<file path="src/rtl/rf_writeback_arbiter_if.sv">
// rtl/rf_writeback_arbiter_if.sv - result sources and write-back buses of rf_writeback_arbiter
interface rf_writeback_arbiter_if #(
    parameter int ROBINDEX = 6,
    parameter int PREG_W   = 6
);
    logic                FREEZE;

    logic                ALU_valid_IN;
    logic                ALU_regwrite_IN;
    logic [PREG_W-1:0]   ALU_dest_IN;
    logic [31:0]         ALU_data_IN;
    logic [ROBINDEX-1:0] ALU_rob_IN;
    logic                ALU_ready_OUT;

    logic                MEM_valid_IN;
    logic                MEM_regwrite_IN;
    logic [PREG_W-1:0]   MEM_dest_IN;
    logic [31:0]         MEM_data_IN;
    logic [ROBINDEX-1:0] MEM_rob_IN;
    logic                MEM_ready_OUT;

    logic                write_register_flag;
    logic [PREG_W-1:0]   write_register_index;
    logic [31:0]         write_register_data;
    logic                complete_valid_OUT;
    logic [ROBINDEX-1:0] complete_rob_OUT;
    logic                wakeup_valid_OUT;
    logic [PREG_W-1:0]   wakeup_preg_OUT;

    // Pipeline side: drives results and stall, observes readiness and retirement.
    modport master (
        output FREEZE,
        output ALU_valid_IN, ALU_regwrite_IN, ALU_dest_IN, ALU_data_IN, ALU_rob_IN,
        output MEM_valid_IN, MEM_regwrite_IN, MEM_dest_IN, MEM_data_IN, MEM_rob_IN,
        input  ALU_ready_OUT, MEM_ready_OUT,
        input  write_register_flag, write_register_index, write_register_data,
        input  complete_valid_OUT, complete_rob_OUT,
        input  wakeup_valid_OUT, wakeup_preg_OUT
    );

    // Arbiter side.
    modport slave (
        input  FREEZE,
        input  ALU_valid_IN, ALU_regwrite_IN, ALU_dest_IN, ALU_data_IN, ALU_rob_IN,
        input  MEM_valid_IN, MEM_regwrite_IN, MEM_dest_IN, MEM_data_IN, MEM_rob_IN,
        output ALU_ready_OUT, MEM_ready_OUT,
        output write_register_flag, write_register_index, write_register_data,
        output complete_valid_OUT, complete_rob_OUT,
        output wakeup_valid_OUT, wakeup_preg_OUT
    );
endinterface

</file>
<file path="src/rtl/rf_writeback_arbiter.sv">
// rtl/rf_writeback_arbiter.sv - buffers ALU/MEM results and retires one per cycle round-robin
module rf_writeback_arbiter #(
    parameter int ROBINDEX = 6,
    parameter int PREG_W   = 6,
    parameter int DEPTH    = 4
) (
    input  logic                  CLK,
    input  logic                  RESET,
    rf_writeback_arbiter_if.slave wb
);
    // DEPTH is a power of two, so pointers wrap naturally at AW bits.
    localparam int AW = $clog2(DEPTH);
    localparam int CW = AW + 1;
    localparam int EW = 1 + PREG_W + 32 + ROBINDEX;
    localparam logic [CW-1:0] FULL_COUNT = CW'(DEPTH);

    localparam logic [0:0] SRC_ALU = 1'b0;
    localparam logic [0:0] SRC_MEM = 1'b1;

    // Per-source views; bit/element 0 is ALU, 1 is MEM.
    logic [1:0]         push_valid;
    logic [1:0][EW-1:0] push_entry;
    logic [1:0]         ready;
    logic [1:0]         non_empty;
    logic [1:0][EW-1:0] head;
    logic [1:0]         pop;

    logic               grant_valid;
    logic [0:0]         grant_src;
    logic [0:0]         last_grant_q;
    logic [0:0]         last_grant_d;

    logic [EW-1:0]       head_entry;
    logic                head_rw;
    logic [PREG_W-1:0]   head_dest;
    logic [31:0]         head_data;
    logic [ROBINDEX-1:0] head_rob;

    logic                complete_valid_q;
    logic                retire_rw_q;
    logic [PREG_W-1:0]   retire_dest_q;
    logic [31:0]         retire_data_q;
    logic [ROBINDEX-1:0] retire_rob_q;

    // Pack each source's result into one entry word {regwrite, dest, data, rob}.
    always_comb begin
        push_valid = {wb.MEM_valid_IN, wb.ALU_valid_IN};
        push_entry = {{wb.MEM_regwrite_IN, wb.MEM_dest_IN, wb.MEM_data_IN, wb.MEM_rob_IN},
                      {wb.ALU_regwrite_IN, wb.ALU_dest_IN, wb.ALU_data_IN, wb.ALU_rob_IN}};
    end

    assign wb.ALU_ready_OUT = ready[SRC_ALU];
    assign wb.MEM_ready_OUT = ready[SRC_MEM];

    for (genvar s = 0; s < 2; s++) begin : g_src
        logic [EW-1:0] fifo_q [DEPTH];
        logic [AW-1:0] wr_ptr_q;
        logic [AW-1:0] wr_ptr_d;
        logic [AW-1:0] rd_ptr_q;
        logic [AW-1:0] rd_ptr_d;
        logic [CW-1:0] count_q;
        logic [CW-1:0] count_d;
        logic          push;

        // Acceptance looks only at the registered count, so a full FIFO
        // refuses a push even on the edge where it also pops.
        assign ready[s]     = (count_q < FULL_COUNT) && !wb.FREEZE;
        assign non_empty[s] = (count_q != '0);
        assign push         = push_valid[s] && ready[s];
        assign head[s]      = fifo_q[rd_ptr_q];

        // Pointer and occupancy update; push and pop together leave the count alone.
        always_comb begin
            wr_ptr_d = push ? wr_ptr_q + AW'(1) : wr_ptr_q;
            rd_ptr_d = pop[s] ? rd_ptr_q + AW'(1) : rd_ptr_q;
            count_d  = count_q;
            if (push && !pop[s]) begin
                count_d = count_q + CW'(1);
            end else if (!push && pop[s]) begin
                count_d = count_q - CW'(1);
            end
        end

        // Reset empties the FIFO; anything buffered is discarded.
        always_ff @(posedge CLK or negedge RESET) begin
            if (!RESET) begin
                wr_ptr_q <= '0;
                rd_ptr_q <= '0;
                count_q  <= '0;
            end else begin
                wr_ptr_q <= wr_ptr_d;
                rd_ptr_q <= rd_ptr_d;
                count_q  <= count_d;
            end
        end

        // Entry storage; unreset because occupancy gates every read.
        always_ff @(posedge CLK) begin
            if (push) begin
                fifo_q[wr_ptr_q] <= push_entry[s];
            end
        end
    end

    // Round-robin pick between non-empty heads; last_grant tracks the most
    // recent winner, whichever case produced it, and holds when nothing retires.
    always_comb begin
        grant_valid = 1'b0;
        grant_src   = last_grant_q;
        if (!wb.FREEZE) begin
            if (non_empty[SRC_ALU] && non_empty[SRC_MEM]) begin
                grant_valid = 1'b1;
                grant_src   = ~last_grant_q;
            end else if (non_empty[SRC_ALU]) begin
                grant_valid = 1'b1;
                grant_src   = SRC_ALU;
            end else if (non_empty[SRC_MEM]) begin
                grant_valid = 1'b1;
                grant_src   = SRC_MEM;
            end
        end
        last_grant_d  = grant_valid ? grant_src : last_grant_q;
        pop[SRC_ALU]  = grant_valid && (grant_src == SRC_ALU);
        pop[SRC_MEM]  = grant_valid && (grant_src == SRC_MEM);
    end

    // Select and unpack the winning head entry.
    always_comb begin
        head_entry = head[grant_src];
        {head_rw, head_dest, head_data, head_rob} = head_entry;
    end

    // Arbitration history; after reset MEM counts as last served so ALU wins a tie.
    always_ff @(posedge CLK or negedge RESET) begin
        if (!RESET) begin
            last_grant_q <= SRC_MEM;
        end else begin
            last_grant_q <= last_grant_d;
        end
    end

    // Retirement register: strobes pulse on the popping edge, payload fields hold otherwise.
    always_ff @(posedge CLK or negedge RESET) begin
        if (!RESET) begin
            complete_valid_q <= 1'b0;
            retire_rw_q      <= 1'b0;
            retire_dest_q    <= '0;
            retire_data_q    <= '0;
            retire_rob_q     <= '0;
        end else if (grant_valid) begin
            complete_valid_q <= 1'b1;
            retire_rw_q      <= head_rw;
            retire_dest_q    <= head_dest;
            retire_data_q    <= head_data;
            retire_rob_q     <= head_rob;
        end else begin
            complete_valid_q <= 1'b0;
            retire_rw_q      <= 1'b0;
        end
    end

    // RF write and wakeup share the retired dest and regwrite.
    assign wb.write_register_flag  = retire_rw_q;
    assign wb.write_register_index = retire_dest_q;
    assign wb.write_register_data  = retire_data_q;
    assign wb.complete_valid_OUT   = complete_valid_q;
    assign wb.complete_rob_OUT     = retire_rob_q;
    assign wb.wakeup_valid_OUT     = retire_rw_q;
    assign wb.wakeup_preg_OUT      = retire_dest_q;
endmodule

</file>
<file path="src/flat_wrapper.sv">
// flat-port wrapper written by rule: the top's interface ports become plain ports
module rf_writeback_arbiter_flat 
#(
    parameter int ROBINDEX = 6,
    parameter int PREG_W   = 6,
    parameter int DEPTH    = 4
)
  (CLK, RESET, wb_FREEZE, wb_ALU_valid_IN, wb_ALU_regwrite_IN, wb_ALU_dest_IN, wb_ALU_data_IN, wb_ALU_rob_IN, wb_MEM_valid_IN, wb_MEM_regwrite_IN, wb_MEM_dest_IN, wb_MEM_data_IN, wb_MEM_rob_IN, wb_ALU_ready_OUT, wb_MEM_ready_OUT, wb_write_register_flag, wb_write_register_index, wb_write_register_data, wb_complete_valid_OUT, wb_complete_rob_OUT, wb_wakeup_valid_OUT, wb_wakeup_preg_OUT);
  rf_writeback_arbiter_if #(.ROBINDEX(ROBINDEX), .PREG_W(PREG_W)) wb_i ();
  input  logic CLK;
  input  logic RESET;
  input wire logic [$bits(wb_i.FREEZE)-1:0] wb_FREEZE;
  input wire logic [$bits(wb_i.ALU_valid_IN)-1:0] wb_ALU_valid_IN;
  input wire logic [$bits(wb_i.ALU_regwrite_IN)-1:0] wb_ALU_regwrite_IN;
  input wire logic [$bits(wb_i.ALU_dest_IN)-1:0] wb_ALU_dest_IN;
  input wire logic [$bits(wb_i.ALU_data_IN)-1:0] wb_ALU_data_IN;
  input wire logic [$bits(wb_i.ALU_rob_IN)-1:0] wb_ALU_rob_IN;
  input wire logic [$bits(wb_i.MEM_valid_IN)-1:0] wb_MEM_valid_IN;
  input wire logic [$bits(wb_i.MEM_regwrite_IN)-1:0] wb_MEM_regwrite_IN;
  input wire logic [$bits(wb_i.MEM_dest_IN)-1:0] wb_MEM_dest_IN;
  input wire logic [$bits(wb_i.MEM_data_IN)-1:0] wb_MEM_data_IN;
  input wire logic [$bits(wb_i.MEM_rob_IN)-1:0] wb_MEM_rob_IN;
  output wire logic [$bits(wb_i.ALU_ready_OUT)-1:0] wb_ALU_ready_OUT;
  output wire logic [$bits(wb_i.MEM_ready_OUT)-1:0] wb_MEM_ready_OUT;
  output wire logic [$bits(wb_i.write_register_flag)-1:0] wb_write_register_flag;
  output wire logic [$bits(wb_i.write_register_index)-1:0] wb_write_register_index;
  output wire logic [$bits(wb_i.write_register_data)-1:0] wb_write_register_data;
  output wire logic [$bits(wb_i.complete_valid_OUT)-1:0] wb_complete_valid_OUT;
  output wire logic [$bits(wb_i.complete_rob_OUT)-1:0] wb_complete_rob_OUT;
  output wire logic [$bits(wb_i.wakeup_valid_OUT)-1:0] wb_wakeup_valid_OUT;
  output wire logic [$bits(wb_i.wakeup_preg_OUT)-1:0] wb_wakeup_preg_OUT;
  assign wb_i.FREEZE = wb_FREEZE;
  assign wb_i.ALU_valid_IN = wb_ALU_valid_IN;
  assign wb_i.ALU_regwrite_IN = wb_ALU_regwrite_IN;
  assign wb_i.ALU_dest_IN = wb_ALU_dest_IN;
  assign wb_i.ALU_data_IN = wb_ALU_data_IN;
  assign wb_i.ALU_rob_IN = wb_ALU_rob_IN;
  assign wb_i.MEM_valid_IN = wb_MEM_valid_IN;
  assign wb_i.MEM_regwrite_IN = wb_MEM_regwrite_IN;
  assign wb_i.MEM_dest_IN = wb_MEM_dest_IN;
  assign wb_i.MEM_data_IN = wb_MEM_data_IN;
  assign wb_i.MEM_rob_IN = wb_MEM_rob_IN;
  assign wb_ALU_ready_OUT = wb_i.ALU_ready_OUT;
  assign wb_MEM_ready_OUT = wb_i.MEM_ready_OUT;
  assign wb_write_register_flag = wb_i.write_register_flag;
  assign wb_write_register_index = wb_i.write_register_index;
  assign wb_write_register_data = wb_i.write_register_data;
  assign wb_complete_valid_OUT = wb_i.complete_valid_OUT;
  assign wb_complete_rob_OUT = wb_i.complete_rob_OUT;
  assign wb_wakeup_valid_OUT = wb_i.wakeup_valid_OUT;
  assign wb_wakeup_preg_OUT = wb_i.wakeup_preg_OUT;
  rf_writeback_arbiter #(.ROBINDEX(ROBINDEX), .PREG_W(PREG_W), .DEPTH(DEPTH)) u_core (.CLK(CLK), .RESET(RESET), .wb(wb_i));
endmodule
</file>
<file path="config.mk">
export PLATFORM = sky130hd
export DESIGN_NAME = rf_writeback_arbiter_flat
export DESIGN_NICKNAME = d
export VERILOG_FILES = /design/src/rtl/rf_writeback_arbiter_if.sv /design/src/rtl/rf_writeback_arbiter.sv /design/src/flat_wrapper.sv
export SDC_FILE = /design/constraint.sdc
export NUM_CORES = 1
export LEC_CHECK = 0
export ABC_AREA = 1
export BUFFER_PORTS_ARGS = -buffer_cell sky130_fd_sc_hd__buf_2
export CAP_MARGIN = 20
export CORE_ASPECT_RATIO = 2
export CORE_MARGIN = 4
export CORE_UTILIZATION = 40
export CTS_CLUSTER_DIAMETER = 100
export CTS_CLUSTER_SIZE = 14
export DETAILED_ROUTE_END_ITERATION = 8
export SYNTH_ARGS = -nofsm -noshare
export SYNTH_HDL_FRONTEND = slang
export SYNTH_SLANG_ARGS = --single-unit
</file>
<file path="constraint.sdc">
create_clock -name CLK -period 5.2 [get_ports CLK]
set_input_delay 0.26 -clock CLK [delete_from_list [all_inputs] [get_ports CLK]]
set_output_delay 0.26 -clock CLK [all_outputs]
set_load 0.005 [all_outputs]
</file>
==> results.md <==
- Outcome: completed
- Simple-Gate Fraction of Synth Area: 18.5%
- Gate Count Post-Synth: 1491
- CP Class: reg2reg
- R2R Path End: u_core.g_src[0].count_q[1]
- Leakage: 7.95 nW
- Detailed-route via count: 10800
- Unique masters post-synth: 24
- Ys Warns: 0
- Commonest cells after routing, fill and taps aside: edfxtp_1, nand2_1, nor2_1
- Internal reg-to-reg setup slack: 2.56 ns
- Max rail drop VDD: 0.370 mV
- Crit path time final: 2.64 ns
- Max-slew violation total from the final report: 0
- Tightest Hold Check Type: in2reg
- Share of cells above drive strength 1: 13.1%
- Core area: 42000 sq um
- Critical Path AT: 3.05 ns
- RSZ-0062 raised after global routing: false
- HPWL Detailed: 23.9 mm
- XOR/XNOR Fraction of Synth Area: 0.411%
- Postcts setup bufs: 0
- Synth top area share: 63.4%
- Crit-path most repeated cell: nand2_1
- Post-DRT Antenna Nets: 0
- Post-Syn Area: 17100 sq um
- Initial DRC Count: 642
- Post-synthesis mux area share: 0.0660%
- CP startpoint kind: flip-flop
- Yosys top cell by area: edfxtp_1
- Count of final hold-check violations: 0
- Hold Crit Endpoint: u_core.g_src[0].rd_ptr_q[1]
- Crit path max fanout: 49
- Hold_sp: wb_FREEZE
- Critical R2R Launch: u_core.g_src[1].count_q[0]
- DR DRC count: 0
- Hold Crit Depth: 7
- Max Cap Viol: 0
- Fillers: 3717
- Resized Gates After CTS: 0
- Setup Viol. Count Final: 0
- GP Congestion: 0.819
- Largest family of logic cells by synthesized area: simple AND/OR/NAND/NOR gates
- R2R cell count: 11
- Synth area leaders: edfxtp_1, dfrtp_1, nand2_1
- Largest net degree at the start of global routing: 93
- Crit end category: flip-flop
- Slowest stage delay, CP: 0.44 ns
- Slew HR: 28.5%
- First-pass detailed-route iteration total: 4
- CTS root buf: clkbuf_16
- Drt via density: 4.75
- Data required, critical path: 5.61 ns
- Die Span Y: 300 um
- Row count: 106
- CP cell instances: nor2_2, nand2_1, nand2_1, nand2_1, nand2_2, buf_4, nand2_1, ha_1, inv_1, fa_1, mux2_2
- Setup TNS: 0 ns
- Gr ovfl total: 0
- Seq/Total Area, Yosys: 72.3%
- Initial Util: 40.6%
- Final Net Count: 1810
- Critical-path top delay cell: dfrtp_1
- Commonest non-fill, non-tap cell in the layout: edfxtp_1
- CTS Buf Count: 36
- CTS sink count: 421
- Clock Skew: 0.0158 ns
- Initial antenna violation count: 2
- Clk buf depth: 3
- Buffers added on ports: 149
- Compound-Gate Fraction of Synth Area: 3.01%
- Worst-path clk slew: 0.07 ns
- Measured slew at the worst slew-check pin: 1.07 ns
- CTS tree: yes
- Achievable frequency: 0.378 GHz
- GRT Util Overall: 16.3%
- Clk_lat worst skew: 0.52 ns
- Global-route wire length before repair: 59.9 mm
- Power per cell area: 499 nW/um^2
- Avg Inst Size Synth: 11.4 sq um
- #FFs+latches synth: 421
- Ports: 150
- Die W: 154 um
- Die footprint: 46200 sq um
- Syn nets: 1598
- Wire length per cell: 16.7 um
- Total Power: 10.0 mW
- H-tree Lvls: 2
- Tcrit/Tclk final: 50.8%
- Synth-to-Final Area Change: 17.8%
- Drt total wl: 38.0 mm
- Vias in the first global route: 10900
- Post-Synth Adder-Cell Area: 0.968%
[routing by layer]
metal	track usage (%)	vias to the layer above	share of wire (%)
li1	-	5388	-
met1	20.5	5124	42
met3	2.29	51	3.8
met5	0	-	0.037
met2	28.8	217	51
met4	5.35	2	2.4
[how the worst max path moves through the flow]
stage,startpoint,endpoint,depth (start not counted)
6_report,u_core.g_src[1].count_q[0],u_core.g_src[0].count_q[1],11
5_1_grt,u_core.g_src[1].count_q[0],u_core.g_src[0].count_q[1],11
4_1_cts,u_core.g_src[1].count_q[0],u_core.g_src[0].count_q[1],11
3_5_place_dp,u_core.g_src[1].count_q[0],u_core.g_src[0].count_q[1],11
3_3_place_gp,u_core.g_src[1].count_q[0],u_core.g_src[0].count_q[1],11
2_1_floorplan,u_core.g_src[1].count_q[2],u_core.g_src[1].fifo_q[0][0],3
[power breakdown]
group          internal [mW]  switching, mW  total [mW]
clock                   1.34           1.12        2.45
combinational           1.03           2.16        3.19
sequential              4.13          0.257        4.38
[critical path: cells and delay by family, from the launching register on]
family,cells,cell delay [ns]
AND/OR/NAND/NOR,6,0.65
adder cells (fa/ha/maj),2,0.64
buffers and inverters,2,0.51
flip-flops,1,0.44
multiplexers,1,0.28
[synth_stat cells (all sizes together)]
cell type,instances
ha,10
clkbuf,16
buf,68
o21ai,93
fa,2
a21oi,8
inv,70
nand2,334
dfstp,1
xor2,5
nand3,137
nor2,322
mux2,1
dfrtp,60
a22oi,1
xnor2,3
edfxtp,360
[final cells by class]
type                            count  area (sq um)  share of cell area, %
Clock inverter                      1          16.3                 0.0809
Sequential cell                   421         12300                   61.4
Timing Repair Buffer              258          1790                   8.92
Tap cell                          540           676                   3.36
Clock buffer                       63          1020                   5.09
Inverter                           70           263                   1.31
Multi-Input combinational cell    916          3980                   19.8
Antenna cell                        1          2.50                 0.0125
[through the flow]
stage	std cells	hold slack [ns]	worst slack (ns)	area, sq um	utilization, %
after floorplan	1491	-0.0356	2.14	17100	-
after global placement	2114	0.465	2.67	18100	43.2
after detailed placement	2114	0.471	2.56	18100	43.2
after CTS	2269	0.320	2.54	20100	47.8
after global routing	2270	0.364	2.34	20100	47.8
final	2270	0.331	2.56	20100	47.8
[flip-flops by register name, summed over array words and instances (netlist names), 4 cells and up]
| signal | cells |
|---|---|
| u_core.wb.wakeup_preg_OUT | 6 |
| u_core.wb.complete_rob_OUT | 6 |
| u_core.g_src.fifo_q | 360 |
| u_core.g_src.rd_ptr_q | 4 |
| u_core.g_src.count_q | 6 |
| u_core.g_src.wr_ptr_q | 4 |
| u_core.wb.write_register_data | 32 |
[kinds of logic (layout without fill, tap and decap cells)]
kind of cell    Yosys count  count (layout)
fa+ha+maj                12              12
mux                       1               1
xor+xnor                  8               8
other cells               0               1
compound gates          102             102
flops                   421             421
buf+inv                 154             392
simple gates            793             793
[timing repair]
item                       4_1_cts  5_1_grt
hold endpoints to repair       420        0
hold buffers                    91        0
setup endpoints to repair        0        0
No activity file was read; power rests on OpenSTA's default activity.
